$ cat src/rtl/sub_16_serial.sv
// sub_16_serial: 16-bit subtractor d = x - y - b0, evaluated serially one
// 4-bit slice per clock (LSB slice first) with a 4-bit lookahead-carry adder
// computing x_k + ~y_k + ~borrow_k.
//
// Ports:
//   clk        clock, rising-edge
//   rst_n      asynchronous active-low reset
//   in_valid   operand set x, y, b0 presented
//   in_ready   block can accept operands (IDLE only)
//   x, y, b0   minuend, subtrahend, borrow-in
//   out_valid  d and flags valid (DONE only)
//   out_ready  consumer accepts the result
//   d          difference modulo 2^16
//   b16        borrow-out of bit 15
//   ovf        signed overflow
//   zero       d == 0
module sub_16_serial (
  input  logic        clk,
  input  logic        rst_n,
  input  logic        in_valid,
  output logic        in_ready,
  input  logic [15:0] x,
  input  logic [15:0] y,
  input  logic        b0,
  output logic        out_valid,
  input  logic        out_ready,
  output logic [15:0] d,
  output logic        b16,
  output logic        ovf,
  output logic        zero
);

  typedef enum logic [1:0] {
    IDLE = 2'd0,
    RUN  = 2'd1,
    DONE = 2'd2
  } state_t;

  state_t      state, state_nx;
  logic [1:0]  slice;
  logic [15:0] xr, yr;
  logic        br;

  // Slice datapath signals
  logic [3:0]  na, nb, g, p, c, sum;
  logic        cout;

  // State register
  always_ff @(posedge clk or negedge rst_n) begin
    if (!rst_n) state <= IDLE;
    else        state <= state_nx;
  end

  // Next-state logic
  always_comb begin
    state_nx = state;
    unique case (state)
      IDLE: if (in_valid) state_nx = RUN;
      RUN:  if (slice == 2'd3) state_nx = DONE;
      DONE: if (out_ready) state_nx = IDLE;
      default: state_nx = IDLE;
    endcase
  end

  // Handshake outputs
  always_comb begin
    in_ready  = (state == IDLE);
    out_valid = (state == DONE);
  end

  // 4-bit lookahead adder on the current slice: a + ~b + ~borrow
  always_comb begin
    na   = xr[{slice, 2'b00} +: 4];
    nb   = ~yr[{slice, 2'b00} +: 4];
    g    = na & nb;
    p    = na ^ nb;
    c[0] = ~br;
    c[1] = g[0] | (p[0] & c[0]);
    c[2] = g[1] | (p[1] & g[0]) | (p[1] & p[0] & c[0]);
    c[3] = g[2] | (p[2] & g[1]) | (p[2] & p[1] & g[0])
         | (p[2] & p[1] & p[0] & c[0]);
    cout = g[3] | (p[3] & g[2]) | (p[3] & p[2] & g[1])
         | (p[3] & p[2] & p[1] & g[0]) | (p[3] & p[2] & p[1] & p[0] & c[0]);
    sum  = p ^ c;
  end

  // Operand capture, slice stepping and result registers
  always_ff @(posedge clk or negedge rst_n) begin
    if (!rst_n) begin
      slice <= '0;
      xr    <= '0;
      yr    <= '0;
      br    <= 1'b0;
      d     <= '0;
      b16   <= 1'b0;
      ovf   <= 1'b0;
      zero  <= 1'b0;
    end else begin
      unique case (state)
        IDLE: begin
          if (in_valid) begin
            xr    <= x;
            yr    <= y;
            br    <= b0;
            slice <= '0;
          end
        end
        RUN: begin
          d[{slice, 2'b00} +: 4] <= sum;
          br    <= ~cout;
          slice <= slice + 2'd1;
          if (slice == 2'd3) begin
            // Flags use the top nibble being written this edge, since d
            // itself only holds it after the edge.
            b16  <= ~cout;
            ovf  <= (xr[15] != yr[15]) & (sum[3] != xr[15]);
            zero <= (d[11:0] == 12'h000) && (sum == 4'h0);
          end
        end
        default: ;
      endcase
    end
  end

endmodule

$ cat config.mk
export PLATFORM = sky130hd
export DESIGN_NAME = sub_16_serial
export DESIGN_NICKNAME = d
export VERILOG_FILES = /design/src/rtl/sub_16_serial.sv
export SDC_FILE = /design/constraint.sdc
export NUM_CORES = 1
export LEC_CHECK = 0
export CAP_MARGIN = 30
export CORE_ASPECT_RATIO = 1.4
export CORE_MARGIN = 2
export CORE_UTILIZATION = 35
export DETAILED_ROUTE_END_ITERATION = 7
export SYNTH_ARGS = -nofsm -noshare
export SYNTH_HDL_FRONTEND = slang
export SYNTH_SLANG_ARGS = --single-unit
$ cat constraint.sdc
create_clock -name clk -period 2.72 [get_ports clk]
set_input_delay 0.408 -clock clk [delete_from_list [all_inputs] [get_ports clk]]
set_output_delay 0.408 -clock clk [all_outputs]
set_load 0.005 [all_outputs]
# Yosys cells after proc, flatten, opt, wreduce, memory -nomap -nowiden
# Index checks and enable logic that the tools add are counted.
[word_totals] word_cells=74 regBits=56 input_bits=37 output_inout_bits=21
[classes] n_reduce_logical=9 n_shift=4 addsub=2 muxes=9 bitwise_logic=33 eq_ne=8
[ops] op="16-bit by 5-bit indexed part select with 4-bit output" count=2
[ops] op="1-bit AND" count=17
[ops] op="16-bit bitwise mux" count=1
[ops] op="4-bit by 6-bit variable shift with 16-bit output (first input constant)" count=1
[ops] op="4-bit by 6-bit indexed part select with 16-bit output" count=1
[ops] op="12-bit zero test" count=1
[ops] op="1-bit bitwise OR" count=10
[ops] op="2-bit two-way mux" count=4
[ops] op="4-bit bitwise XOR" count=2
[ops] op="4-bit negation with 6-bit output" count=1
[ops] op="2-bit case mux with 3 select lines" count=1
[ops] op="2-bit AND reduction" count=3
[ops] op="4-bit AND" count=1
[ops] op="2-bit equality test (second input constant)" count=2
[ops] op="4-bit zero test" count=1
[ops] op="2-bit != test (second input constant)" count=2
[ops] op="4-bit inverter" count=1
[ops] op="2-bit case mux with 2 select lines" count=1
[ops] op="3-bit AND reduction" count=1
[ops] op="2-bit by 1-bit adder with 2-bit output (second input constant)" count=1
[ops] op="2-bit by 1-bit equality test with 1-bit output (second input constant)" count=1
[ops] op="2-bit zero test" count=1
[ops] op="1-bit != test" count=2
[ops] op="2-bit by 1-bit != test with 1-bit output (second input constant)" count=1
[ops] op="other kinds (5)" count=6

# Longest topological paths before layout
[depth] word_depth=10 mapped_depth=9 depth_no_buf=8

# Worst setup path after synthesis
# OpenSTA, ideal clock, no wires.
[synth_path] kind="reg2reg" startpoint="register slice[0]" endpoint="register ovf" t_required_ps=2636 arrival_ps=2634 path_buffers=1 setup_slack_ps=2 setup_ps=84 stages_incl_launch_ff=9 cell_sequence="dfrtp_1 > buf_2 > mux4_2 > ha_1 > a21o_1 > nand2_1 > o311ai_2 > or3b_1 > a41oi_2"
[synth_via] elab_chain_len=10
[synth_rtl] element="start: declaration" line="40" text="logic [1:0] slice;"
[synth_rtl] element="start signal: assignment" line="111" text="slice <= slice + 2'd1;"
[synth_rtl] element="16-bit by 5-bit indexed part select with 4-bit output" line="74" text="nb = ~yr[{slice, 2'b00} +: 4];"
[synth_rtl] element="4-bit inverter" line="74"
[synth_rtl] element="4-bit bitwise XOR or 4-bit AND (tied branches)" line="76, 75"
[synth_rtl] element="1-bit AND, on equally long branches" line="80, 81"
[synth_rtl] element="1-bit bitwise OR (tied with other cells)" line="80" text="c[3] = g[2] | (p[2] & g[1]) | (p[2] & p[1] & g[0])"
[synth_rtl] element="1-bit bitwise OR or 1-bit AND (tied branches)" line="80, 81"
[synth_rtl] element="1-bit bitwise OR" line="81" text="| (p[2] & p[1] & p[0] & c[0]);"
[synth_rtl] element="4-bit bitwise XOR" line="84" text="sum = p ^ c;"
[synth_rtl] element="1-bit != test" line="116" text="ovf <= (xr[15] != yr[15]) & (sum[3] != xr[15]);"
[synth_rtl] element="1-bit AND" line="116"
[synth_rtl] element="end signal: assignment" line="116"
[synth_rtl] element="end: declaration" line="29" text="output logic ovf,"
# Parallel ways exist; a longest one is shown, timed or not.
# A chain may end at the register's enable or synchronous reset.

# Worst setup path in the final report
# Ends and elaborated chain as after synthesis.

==> metrics.csv <==
metric,value,unit
status,"finished, final reports clean",
clock period minus worst slack,2580,ps
total negative slack,0,ps
Worst setup EP type,register,
Pwr per Cell Area,1420,nW/um^2
Pleak,1.51,nW
die area,8570,um^2
Core Rows,38,
Mapped Cells,220,
ranking of synthesized cells by area,"dfrtp_1, mux2_2, mux4_2",
Slew HR,0.574,
Compound-Gate Fraction of Synth Area,0.0986,
drt pass-1 iters,4,
Clock power frac,0.112,
Post-synth EDFFs,0,
IO Port Bufs,57,
final setup vio count,0,
post-DP HPWL,4.46,mm
die width,78.8,um
die height,109,um
Post-CTS Setup Bufs,0,
DR WL/cell,14.7,um
Post-Synth Adder-Cell Area,0.0575,
post-synthesis mux area share,0.197,
Syn Area/Cell,12.5,um^2
Placement Cell Area,3470,um^2
Mapped Area,2740,um^2
largest net degree at the start of global routing,33,
RSZ-0062 raised after global routing,false,
# clock sinks,56,
TritonCTS Buffers,5,
dominant cell type by area after synthesis,dfrtp_1,
Slew @ Worst Pin,638,ps
Unique masters post-synth,38,
Finished Layout Cells,386,
core area,7650,um^2
Fin Clk Skew,6.69,ps
Final Cycle Share,0.950,
Final Total Pwr,5.10,mW
WP data required,2950,ps
fmax,0.387,GHz
Synth Area in Simple Gates,0.0986,
Final nets,334,
drt drc,0,
Congestion Overflow GR,0,
Vias/cell,4.92,
CTS tree,built,
clk slew on worst S/H paths,100,ps
post-synthesis sequential area ratio,0.511,
Layout area overhead,31.0,%
vias in the first global route,1978,
Synth Flop Type,dfrtp_1,
Pint,3.05,mW
xor/xnor cell area share of the yosys netlist,0.00639,
final max-slew violation count,0,
Hold Crit Class,in -> async,
arrival time worst endpoint,2810,ps
IO Pins,58,
share of cells above drive strength 1,0.231,
Comb power frac,0.596,
first-pass GRT wire length,9.85,mm
dpl cells,378,
"Clk Latency, worst-skew pair",310,ps
Reg power frac,0.292,
ANT nets after route,0,
Via Count,1899,
RePlAce Congestion,0.777,
Initial DRC Count,70,
Bufs on Longest Clock Path,2,
design area,3590,um^2
max cap viols,0,
largest family of logic cells by synthesized area,multiplexers,
Final Core Density,0.469,
initial antenna violation count,0,
#FFs+latches synth,56,
largest fanout on the critical path,4,
drt total wl,5.66,mm
Psw,2.05,mW
GRT Resource Usage Total,0.146,
Fin. Hold Viols,0,
syn_nets,269,
Layout fillers,715,
worst vdd ir,610,uV
top cell type's share of synthesized area,0.511,
yosys warns,0,
ys async rst share,1.00,
H-tree depth,2,
Switching Fraction,0.401,
crit path kind,reg -> reg,
Startpoint Class,register,
ant diodes,0,
CTS Root Buffer Type,clkbuf_8,
initial core utilization,0.358,
-- registers in the layout, summed over array words and instances, names as in the netlist --
signal,cells
b16,1
ovf,1
xr,16
yr,16
state,2
br,1
d,16
zero,1
slice,2
-- placed cells by master (no fill, tap or decap), types with 2 or more instances in the layout --
cell,instances
inv_1,12
clkbuf_8,6
o21ai_0,9
mux2_2,31
nand2_1,22
a21oi_1,3
nand3_1,5
nand2b_1,5
and2_1,2
o41ai_1,2
ha_1,10
clkdlybuf4s50_1,56
nor2_1,15
dfrtp_1,55
mux4_2,8
nor4_1,3
buf_4,7
xor2_1,2
a22o_1,6
o31ai_1,3
-- worst max-delay path, stage by stage (launching register included) --
cell and delay, ps:
dfrtp_1 440, buf_4 180, mux4_2 510, ha_1 400, a21o_1 190, nand2_1 90
o311ai_2 110, or3b_1 410, a41oi_2 200
-- per-stage QoR --
stage | hold WS, ps | setup slack (ps)
after global routing | 156 | 0.916
final | 111 | 136
after detailed placement | 471 | 137
after floorplan | 112 | 2.09
after global placement | 465 | 168
after CTS | 130 | 116
-- synth_stat cells, drive strengths merged, types with 3 or more instances --
cell    count
nand2      22
inv        12
a21oi       4
a22o        7
dfrtp      56
nor2       15
mux2       32
nand2b      5
nand3       5
mux4        8
ha         11
o31ai       3
o21ai      10
buf         5
nor4        3
-- logic make-up after synthesis --
logic type	Yosys count
fa+ha+maj	12
xor+xnor	2
compound gates	33
buf+inv	19
simple gates	58
mux	40
flops	56
-- layer usage --
layer | track usage | share of wire
met5 | 0 | 0
met2 | 0.257 | 0.51
met3 | 0.0240 | 0.035
met1 | 0.182 | 0.43
met4 | 0.0489 | 0.018
-- final timing paths --
path	startpoint	endpoint	slack [ps]	depth (start not counted)
min	rst_n	yr[7]	110	1
max	slice[0]	ovf	140	8
max in group asynchronous	rst_n	d[13]	2030	2
max reg2reg	slice[0]	ovf	140	8
min in group clk	d[13]	d[13]	500	2
min reg2reg	d[13]	d[13]	500	2
-- power by group through the flow --
stage | Sequential, mW | Combinational (mW) | Clock [mW]
final | 1.49 | 3.04 | 0.572
after global routing | 1.55 | 3.38 | 0.624
after CTS | 1.49 | 3.07 | 0.591
after detailed placement | 1.51 | 3.06 | 0
after global placement | 1.51 | 3.02 | 0
after floorplan | 1.40 | 2.07 | 0
-- area by class of cell --
class | instances | area (um^2) | area share
Sequential cell | 56 | 1400 | 0.391
Clock buffer | 6 | 82.6 | 0.0230
Multi-Input combinational cell | 145 | 1260 | 0.351
Inverter | 12 | 45.0 | 0.0125
Timing Repair Buffer | 65 | 638 | 0.178
Clock inverter | 2 | 38.8 | 0.0108
Tap cell | 100 | 125 | 0.0348
-- repair_timing --
item                                    in CTS  in global routing
endpoints found under the setup margin       0                  2
gates resized for setup                      0                  2
hold buffers                                 0                  0
Note: power is estimated with default switching activity, not from simulation.
==> patch (same flow settings) <==
Register the output `ovf` once more, without a reset; this adds one clock of latency there. The other outputs are not delayed to match.
--- a/src/rtl/sub_16_serial.sv
+++ b/src/rtl/sub_16_serial.sv
@@ -35,6 +35,8 @@
     RUN  = 2'd1,
     DONE = 2'd2
   } state_t;
+
+  logic ovf_s0;
 
   state_t      state, state_nx;
   logic [1:0]  slice;
@@ -93,7 +95,7 @@
       br    <= 1'b0;
       d     <= '0;
       b16   <= 1'b0;
-      ovf   <= 1'b0;
+      ovf_s0 <= 1'b0;
       zero  <= 1'b0;
     end else begin
       unique case (state)
@@ -113,7 +115,7 @@
             // Flags use the top nibble being written this edge, since d
             // itself only holds it after the edge.
             b16  <= ~cout;
-            ovf  <= (xr[15] != yr[15]) & (sum[3] != xr[15]);
+            ovf_s0 <= (xr[15] != yr[15]) & (sum[3] != xr[15]);
             zero <= (d[11:0] == 12'h000) && (sum == 4'h0);
           end
         end
@@ -122,5 +124,9 @@
     end
   end
 
+  always_ff @(posedge clk) begin
+    ovf <= ovf_s0;
+  end
+
 endmodule
 
Check against the original RTL: not equivalent (a bounded check fails within 10 cycles, from zero or initial values and one cycle with rst_n low).
==> patch against the original RTL <==
- final area rose by 3.1%
- worst setup slack improved by 0.0097 ns
- die area rose by 0.70%
- power rose by 3.9%
- synthesized area rose by 0.73%
- sequential power barely moved
- sequential share of layout area fell by 0.67 points
- routed wire length rose by 3.1%
- sequential cell count rose by 1
==> patch: results (changes against the original RTL) <==
metric,value,unit,change
critical path's top delay family,simple AND/OR/NAND/NOR gates,,
Iter 0 DRT Violations,52,,-26%
total wire length,5830,um,+3.1%
hpwl dp,4470,um,+0.29%
length of routed wiring on met1,2380,um,-3.1%
Setup Skew,0.00629,ns,-0.000406 ns
first-pass GRT wire length,9950,um,+1.0%
leakage power,1.58,nW,+4.8%
clk_lat worst skew,0.34,ns,+0.03 ns
proportion of layout cells with a drive suffix above 1,25.2,%,+2.2 points
Psw,0.00212,W,+3.8%
Nets,346,,+3.6%
Core Region,7700,sq um,+0.62%
status,"complete, no violations",,
"FFs w/ async S/R, synth",98.2,%,-1.8 points
number of global-route vias before repair,2086,,+5.5%
Area contributors post-synth,"dfrtp_1 51%, mux2_2 13%, mux4_2 6.5%",,
fin crit period,2.57,ns,-0.00966 ns
relative slew slack,73.7,%,+16 points
vias per inst,4.90,,-0.50%
total CTS buffers,9,,+4
Synth cell types,39,,+2.6%
worst path arrival time,2.83,ns,+0.02 ns
CP Max Fanout,13,,+9
placer congestion estimate,0.780,,+0.44%
met3 WL,248,um,+27%
register area share after synthesis,51.5,%,+0.35 points
Filler cells,758,,+6.0%
Crit path largest cell delay,0.54,ns,+0.03 ns
Max VDD drop,0.583,mV,-4.5%
Worst-path clk slew,0.06,ns,-0.04 ns
CTS H-tree lvls,3,,+1
-- patch: area by class of cell --
cell class                 instances  area (sq um)  share of cell area [%]
timing repair buffer              72           693                    18.7
clock buffer                      11           141                    3.82
tap                              100           125                    3.38
inverter                          12          45.0                    1.22
clock inverter                     4          20.0                   0.541
sequential                        57          1420                    38.4
multi-input combinational        145          1260                    33.9
-- patch: final timing paths --
path,start,to,cells past startpoint
max in group asynchronous,rst_n,slice[0],3
min,ovf_s0,ovf,0
min reg2reg,ovf_s0,ovf,0
min in group asynchronous,rst_n,xr[1],2
max,slice[0],ovf_s0,8
max reg2reg,slice[0],ovf_s0,8
-- patch: logic make-up after synthesis --
logic type      after synthesis  share of synthesized area, %
flops                        57                          51.5
compound gates               33                          9.79
simple gates                 58                          9.79
xor+xnor                      2                         0.634
mux                          40                          19.6
buf+inv                      19                          3.04
fa+ha+maj                    12                          5.71
-- patch: through the flow --
stage               area [sq um]  hold WS, ns  instances
floorplan                   2760        0.112        221
detailed placement          3500        0.338        381
global placement            3500        0.336        381
global route                3700        0.394        401
CTS                         3670        0.367        397
finish                      3700        0.363        401
-- patch: layer usage --
layer | up-vias | global-route usage [%]
met4 | 0 | 6.65
met3 | 11 | 3.81
met5 | - | 0
li1 | 941 | -
met1 | 970 | 17.7
met2 | 41 | 26.8
-- patch: what timing repair did --
item	in CTS	in global routing
hold buffers	1	0
endpoints found under the setup margin	0	1
setup buffers	0	4
endpoints found under the hold margin	15	0
-- patch: power by group through the flow --
stage	Clock [W]	Sequential, W	Combinational (W)
finish	0.000661	0.00149	0.00314
global route	0.000721	0.00155	0.00350
CTS	0.000681	0.00150	0.00315
detailed placement	0	0.00151	0.00314
global placement	0	0.00150	0.00309
floorplan	0	0.00142	0.00207
